[src/rtl/keypad_pkg.sv]
// Shared types and constants for the 4x4 keypad scanner:
// FSM state enum, key map, column drive helper, row priority helper.
package keypad_pkg;

   typedef enum logic [1:0] {
      SCAN,
      DEBOUNCE,
      HELD,
      RELEASE
   } state_t;

   // Column 0 driven low; the other columns follow by rotation.
   localparam logic [3:0] COL_RESET = 4'b1110;

   // KEYMAP[row][col] gives the hex code printed on the key.
   localparam logic [3:0] KEYMAP [4][4] = '{
      '{4'h1, 4'h2, 4'h3, 4'hA},
      '{4'h4, 4'h5, 4'h6, 4'hB},
      '{4'h7, 4'h8, 4'h9, 4'hC},
      '{4'hE, 4'h0, 4'hF, 4'hD}
   };

   // Rotating the reset pattern keeps exactly one column low for any c.
   function automatic logic [3:0] col_drive(input logic [1:0] c);
      logic [7:0] d;
      d = {COL_RESET, COL_RESET} << c;
      return d[7:4];
   endfunction

   // Lowest-index low row wins when several rows are low.
   function automatic logic [1:0] low_row(input logic [3:0] r);
      logic [1:0] idx;
      idx = 2'd3;
      if (!r[2]) idx = 2'd2;
      if (!r[1]) idx = 2'd1;
      if (!r[0]) idx = 2'd0;
      return idx;
   endfunction

endpackage

[src/rtl/keypad_scanner_sync2.sv]
// Parameterized-width two-flop synchronizer with synchronous reset.
// Ports: clk, reset, d (async input), q (synchronized output).
module sync2 #(
   parameter int               WIDTH     = 1,
   parameter logic [WIDTH-1:0] RESET_VAL = '1
) (
   input  logic             clk,
   input  logic             reset,
   input  logic [WIDTH-1:0] d,
   output logic [WIDTH-1:0] q
);

   logic [WIDTH-1:0] meta;

   always_ff @(posedge clk) begin
      if (reset) begin
         meta <= RESET_VAL;
         q    <= RESET_VAL;
      end else begin
         meta <= d;
         q    <= meta;
      end
   end

endmodule

[src/rtl/keypad_scanner.sv]
// 4x4 matrix keypad scanner with press/release debounce and two-digit
// history. Ports: clk, reset (sync, active-high), rows (active-low, async),
// cols (one-hot-low drive), key, key_valid (1-cycle strobe), s0/s1 digits.
module keypad_scanner
   import keypad_pkg::*;
#(
   parameter int SCAN_TICKS     = 1000,
   parameter int DEBOUNCE_TICKS = 50000
) (
   input  logic       clk,
   input  logic       reset,
   input  logic [3:0] rows,
   output logic [3:0] cols,
   output logic [3:0] key,
   output logic       key_valid,
   output logic [3:0] s0,
   output logic [3:0] s1
);

   localparam int MAX_TICKS =
      (SCAN_TICKS > DEBOUNCE_TICKS) ? SCAN_TICKS : DEBOUNCE_TICKS;
   localparam int CW = $clog2(MAX_TICKS) + 1;
   localparam logic [CW-1:0] SCAN_LAST = CW'(SCAN_TICKS - 1);
   localparam logic [CW-1:0] DEB_LAST  = CW'(DEBOUNCE_TICKS - 1);

   logic [3:0]    rows_s;
   state_t        state, next_state;
   logic [CW-1:0] cnt, cnt_next;
   logic [1:0]    col, col_next;
   logic [1:0]    row, row_next;
   logic          accept;
   logic          row_low;

   sync2 #(
      .WIDTH     (4),
      .RESET_VAL (4'b1111)
   ) u_sync (
      .clk   (clk),
      .reset (reset),
      .d     (rows),
      .q     (rows_s)
   );

   assign cols    = col_drive(col);
   assign row_low = ~rows_s[row];

   always_ff @(posedge clk) begin
      if (reset) begin
         state     <= SCAN;
         cnt       <= '0;
         col       <= 2'd0;
         row       <= 2'd0;
         key       <= 4'h0;
         key_valid <= 1'b0;
         s0        <= 4'h0;
         s1        <= 4'h0;
      end else begin
         state     <= next_state;
         cnt       <= cnt_next;
         col       <= col_next;
         row       <= row_next;
         key_valid <= accept;
         if (accept) begin
            key <= KEYMAP[row][col];
            s0  <= KEYMAP[row][col];
            s1  <= s0;
         end
      end
   end

   // Counter is cleared on every state change, so it only ever counts up
   // to its limit and never wraps.
   always_comb begin
      next_state = state;
      cnt_next   = cnt;
      col_next   = col;
      row_next   = row;
      accept     = 1'b0;
      unique case (state)
         SCAN: begin
            if (cnt == SCAN_LAST) begin
               cnt_next = '0;
               if (&rows_s) begin
                  col_next = col + 2'd1;
               end else begin
                  row_next   = low_row(rows_s);
                  next_state = DEBOUNCE;
               end
            end else begin
               cnt_next = cnt + CW'(1);
            end
         end
         DEBOUNCE: begin
            if (!row_low) begin
               next_state = SCAN;
               col_next   = col + 2'd1;
               cnt_next   = '0;
            end else if (cnt == DEB_LAST) begin
               next_state = HELD;
               cnt_next   = '0;
               accept     = 1'b1;
            end else begin
               cnt_next = cnt + CW'(1);
            end
         end
         HELD: begin
            if (!row_low) begin
               next_state = RELEASE;
               cnt_next   = '0;
            end
         end
         RELEASE: begin
            if (row_low) begin
               next_state = HELD;
               cnt_next   = '0;
            end else if (cnt == DEB_LAST) begin
               next_state = SCAN;
               col_next   = col + 2'd1;
               cnt_next   = '0;
            end else begin
               cnt_next = cnt + CW'(1);
            end
         end
         default: begin
            next_state = SCAN;
            cnt_next   = '0;
         end
      endcase
   end

endmodule

[config.mk]
export PLATFORM = sky130hd
export DESIGN_NAME = keypad_scanner
export DESIGN_NICKNAME = d
export VERILOG_FILES = /design/src/rtl/keypad_pkg.sv /design/src/rtl/keypad_scanner_sync2.sv /design/src/rtl/keypad_scanner.sv
export SDC_FILE = /design/constraint.sdc
export NUM_CORES = 1
export LEC_CHECK = 0
export CAP_MARGIN = 30
export CORE_MARGIN = 5
export CORE_UTILIZATION = 55
export DETAILED_ROUTE_END_ITERATION = 8
export GPL_ROUTABILITY_DRIVEN = 0
export GPL_TIMING_DRIVEN = 0
export PLACE_DENSITY_LB_ADDON = 0.08
export REMOVE_ABC_BUFFERS = 1
export SYNTH_ARGS = -nofsm -noshare
export SYNTH_HDL_FRONTEND = slang
export SYNTH_SLANG_ARGS = --single-unit
[constraint.sdc]
create_clock -name clk -period 3.3 [get_ports clk]
set_input_delay 0.495 -clock clk [delete_from_list [all_inputs] [get_ports clk]]
set_output_delay 0.495 -clock clk [all_outputs]
set_load 0.1 [all_outputs]
==> results by group, run 1 <==
Clocking
  – CTS tree: done
  – Post-CTS resize count: 0
  – Clk_lat worst skew: ~340 ps
  – TritonCTS buffer count: 5
  – Clk sinks: 40
  – Root buffer cell: clkbuf_4
  – # Post-CTS Setup Buffers: 0
  – Hold_buf cts: 0
  – Deepest clock path buffer count: 2
  – H-tree depth: 2
  – Worst-path clk slew: around 100 ps

Logic synthesis
  – Count leader, synth: dfxtp_1
  – Cell count after synthesis: ~220
  – Synth top area share: between 40% and 50%
  – Synth Area per Inst: between 9 and 10 sq um
  – Flops & latches, synth: 40
  – Top cell type by total area after synthesis: dfxtp_1
  – Synth cell types: 40
  – Post-synth top flop: dfxtp_1
  – Commonest cells post-synth: dfxtp_1 (40), nor2_1 (31)
  – Synthesized cell area: 1937 sq um
  – Top area cells in the synthesized netlist: dfxtp_1 (41%), nor2_1 (6.0%), mux2i_1 (4.7%)
  – FFs w/ async S/R, synth: 0%
  – Ys Warns: 0
  – Number of flops mapped to enable cells by yosys: 0
  – Sequential share of the synthesized area: 41.34%

Worst setup path
  – Worst EP required: approximately 2800 ps
  – CP startpoint kind: flop
  – Top cell by count, worst path: inv_1
  – Reg-to-reg endpoint: s0[0]
  – CP cell instances: inv_1 > ha_1 > inv_1 > clkdlybuf4s50_1
  – Worst reg2reg startpoint: cnt[0]
  – Setup crit start: col[0]
  – CP Max Fanout: 10
  – R2R cell count: 6
  – Worst Path Arrival: between 2000 and 2500 ps
  – Worst path max stage delay: 1130 ps
  – Setup CP Type: reg2out
  – Crit. End Element: output port
  – R2r setup slk: 840 ps
  – Worst path slowest cell: clkdlybuf4s50_1

Global routing
  – First-pass GRT wire length: around 6.2 mm
  – Vias in the first global route: 1406
  – Overall global routing resource usage: about 15%
  – Overflow after GRT: 0
  – Largest net degree at the start of global routing: 27
  – Initial antenna violation count: 0

Detailed routing
  – DR vias: roughly 1500
  – Vias/cell: 5.491
  – Initial DRC Count: between 90 and 100
  – Antenna Nets Post-Route: 0
  – Remaining DRCs: 0
  – Wirelength per Cell: between 10 and 15 microns
  – TritonRoute pass-1 iters: 4
  – Post-Route WL: 3.613 mm

Pwr
  – Switch share: between 20% and 30%
  – Max rail drop VDD: 266.4 uV
  – Comb pwr share: 3.9%
  – Leakage: between 0.0008 and 0.0009 uW
  – Flop pwr share: between 60% and 70%
  – Clock share of power: approximately a third
  – Pint: approximately 610 uW
  – Cell Pwr Density: approximately 360 nW/um^2
  – Switching pwr: roughly 170 uW

Min path
  – Hold Crit Endpoint: u_sync.q[2]
  – Hold path cells: 1
  – HP Class: reg2reg
  – Hold path startpoint: u_sync.meta[2]

Die
  – Core Area: 3363 sq um
  – Initial core utilization: a little under three fifths
  – Die width: around 69 microns
  – Row cnt: 21
  – Chip Height: between 60 and 70 microns
  – # IOs: 23
  – DIE AREA: between 4000 and 5000 sq um

Status
  – Outcome: finished, final reports clean

Finish
  – Nets: between 200 and 250
  – Layout cells sized above 1: a little under 8%
  – Fillers: roughly 310
  – Number of inserted diodes: 0
  – Area Overhead vs Synth: 12.08%
  – Non-Filler Instances: approximately 280

Timing
  – Endpoints failing setup: 0
  – Worst slew margin: about a third
  – Unrepaired setup endpoints after global routing: no
  – Final Skew: between 5 and 6 ps
  – Max Slew Vio Count: 0
  – Worst hold slack: 421.3 ps
  – Hold Vio Cnt, Final: 0
  – Setup TNS: 0 ps
  – Worst-margin pin slew: roughly 980 ps
  – Achievable Freq: 340.7 MHz
  – Tmin final: approximately 2900 ps
  – Final Cycle Share: between 80% and 90%

Place
  – Placed cells: between 200 and 300
  – DP HPWL: around 2.6 mm
  – I/O Buffers: 22

Flow run
  – Max Cap Violations: 0
layout by cell type, fill, tap and decap left out, types with 2 or more instances in the layout:
cell / synthesis / final
ha_1: 6 / 6
o21ai_0: 6 / 6
inv_1: 9 / 9
or2_2: 8 / 8
a21oi_1: 9 / 9
nor3_1: 5 / 5
nand3_1: 5 / 5
mux2i_1: 9 / 9
nor4b_1: 3 / 3
nor2_1: 31 / 31
dfxtp_1: 40 / 40
xnor2_1: 9 / 9
nand2_1: 8 / 8
nand4_1: 8 / 8
clkbuf_1: 8 / 2
and2_1: 3 / 3
and3_1: 4 / 4
xor2_1: 9 / 9
clkdlybuf4s50_1: 0 / 22
clkbuf_4: 0 / 5
nand2b_1: 7 / 7
and4_1: 4 / 4
registers in the layout (all words and copies together), names as in the netlist, named ones only:
name         cells
s0               4
state            1
u_sync.meta      4
cnt             17
key_valid        1
row              2
s1               4
u_sync.q         4
col              2
layer usage:
metal	vias up	global-route usage, %	part of all wire [%]
li1	760	-	-
met1	714	17.32	46
met2	31	27.86	50
met3	5	4.348	3.0
met4	0	5.423	1.3
met5	-	0	0
logic make-up (layout without fill, tap and decap cells):
group,count (synthesis),in the layout,share of synthesized area [%]
flip-flops,40,40,41.34
adder cells (fa/ha/maj),6,6,3.876
XOR/XNOR,18,18,8.140
multiplexers,11,11,6.395
buffers and inverters,25,39,7.041
AO/OA/AOI/OAI,26,26,9.239
AND/OR/NAND/NOR,89,89,23.97
power groups by stage:
stage          Combinational [uW]  Sequential (uW)  Clock, uW
6_report                     30.2              497        255
5_1_grt                      33.3              499        289
4_1_cts                      30.6              497        260
3_5_place_dp                 30.5              508          0
3_3_place_gp                 29.4              507          0
2_1_floorplan                17.6              506          0
final cells by class:
class                      instances  area, sq um  share of cell area, %
inverter                           9        33.78                  1.556
clock buffer                       8        58.81                  2.709
tap                               46        57.56                  2.651
multi-input combinational        150        999.7                  46.05
timing repair buffer              22        220.2                  10.14
sequential                        40        800.8                  36.89
worst max path at each step:
stage | endpoint
after floorplan | s0[0]
after global placement | cols[0]
after detailed placement | cols[0]
after CTS | cols[0]
after global routing | cols[0]
final | cols[0]
per-stage QoR:
stage	area (sq um)	worst slack [ps]	power, uW	utilization [%]
after floorplan	1834	1212	523.9	-
final	2171	365.0	782.6	64.55
after global routing	2171	230.1	820.9	64.55
after CTS	2171	357.5	787.4	64.55
after detailed placement	2112	733.8	538.6	62.80
after global placement	2112	776.3	536.9	62.80
critical path: cells and delay by family, from the launching register on:
kind,cells,cell delay (ps)
adders and majority gates,1,220
buffers and inverters,3,1350
DFF,1,540
Note: power is estimated with default switching activity, not from simulation.
==> run 2: changes to the inputs <==
CTS_CLUSTER_DIAMETER = 40   (was unset)
==> results of run 2 <==
No change in the layout: final DEF, timing and power equal those of run 1.
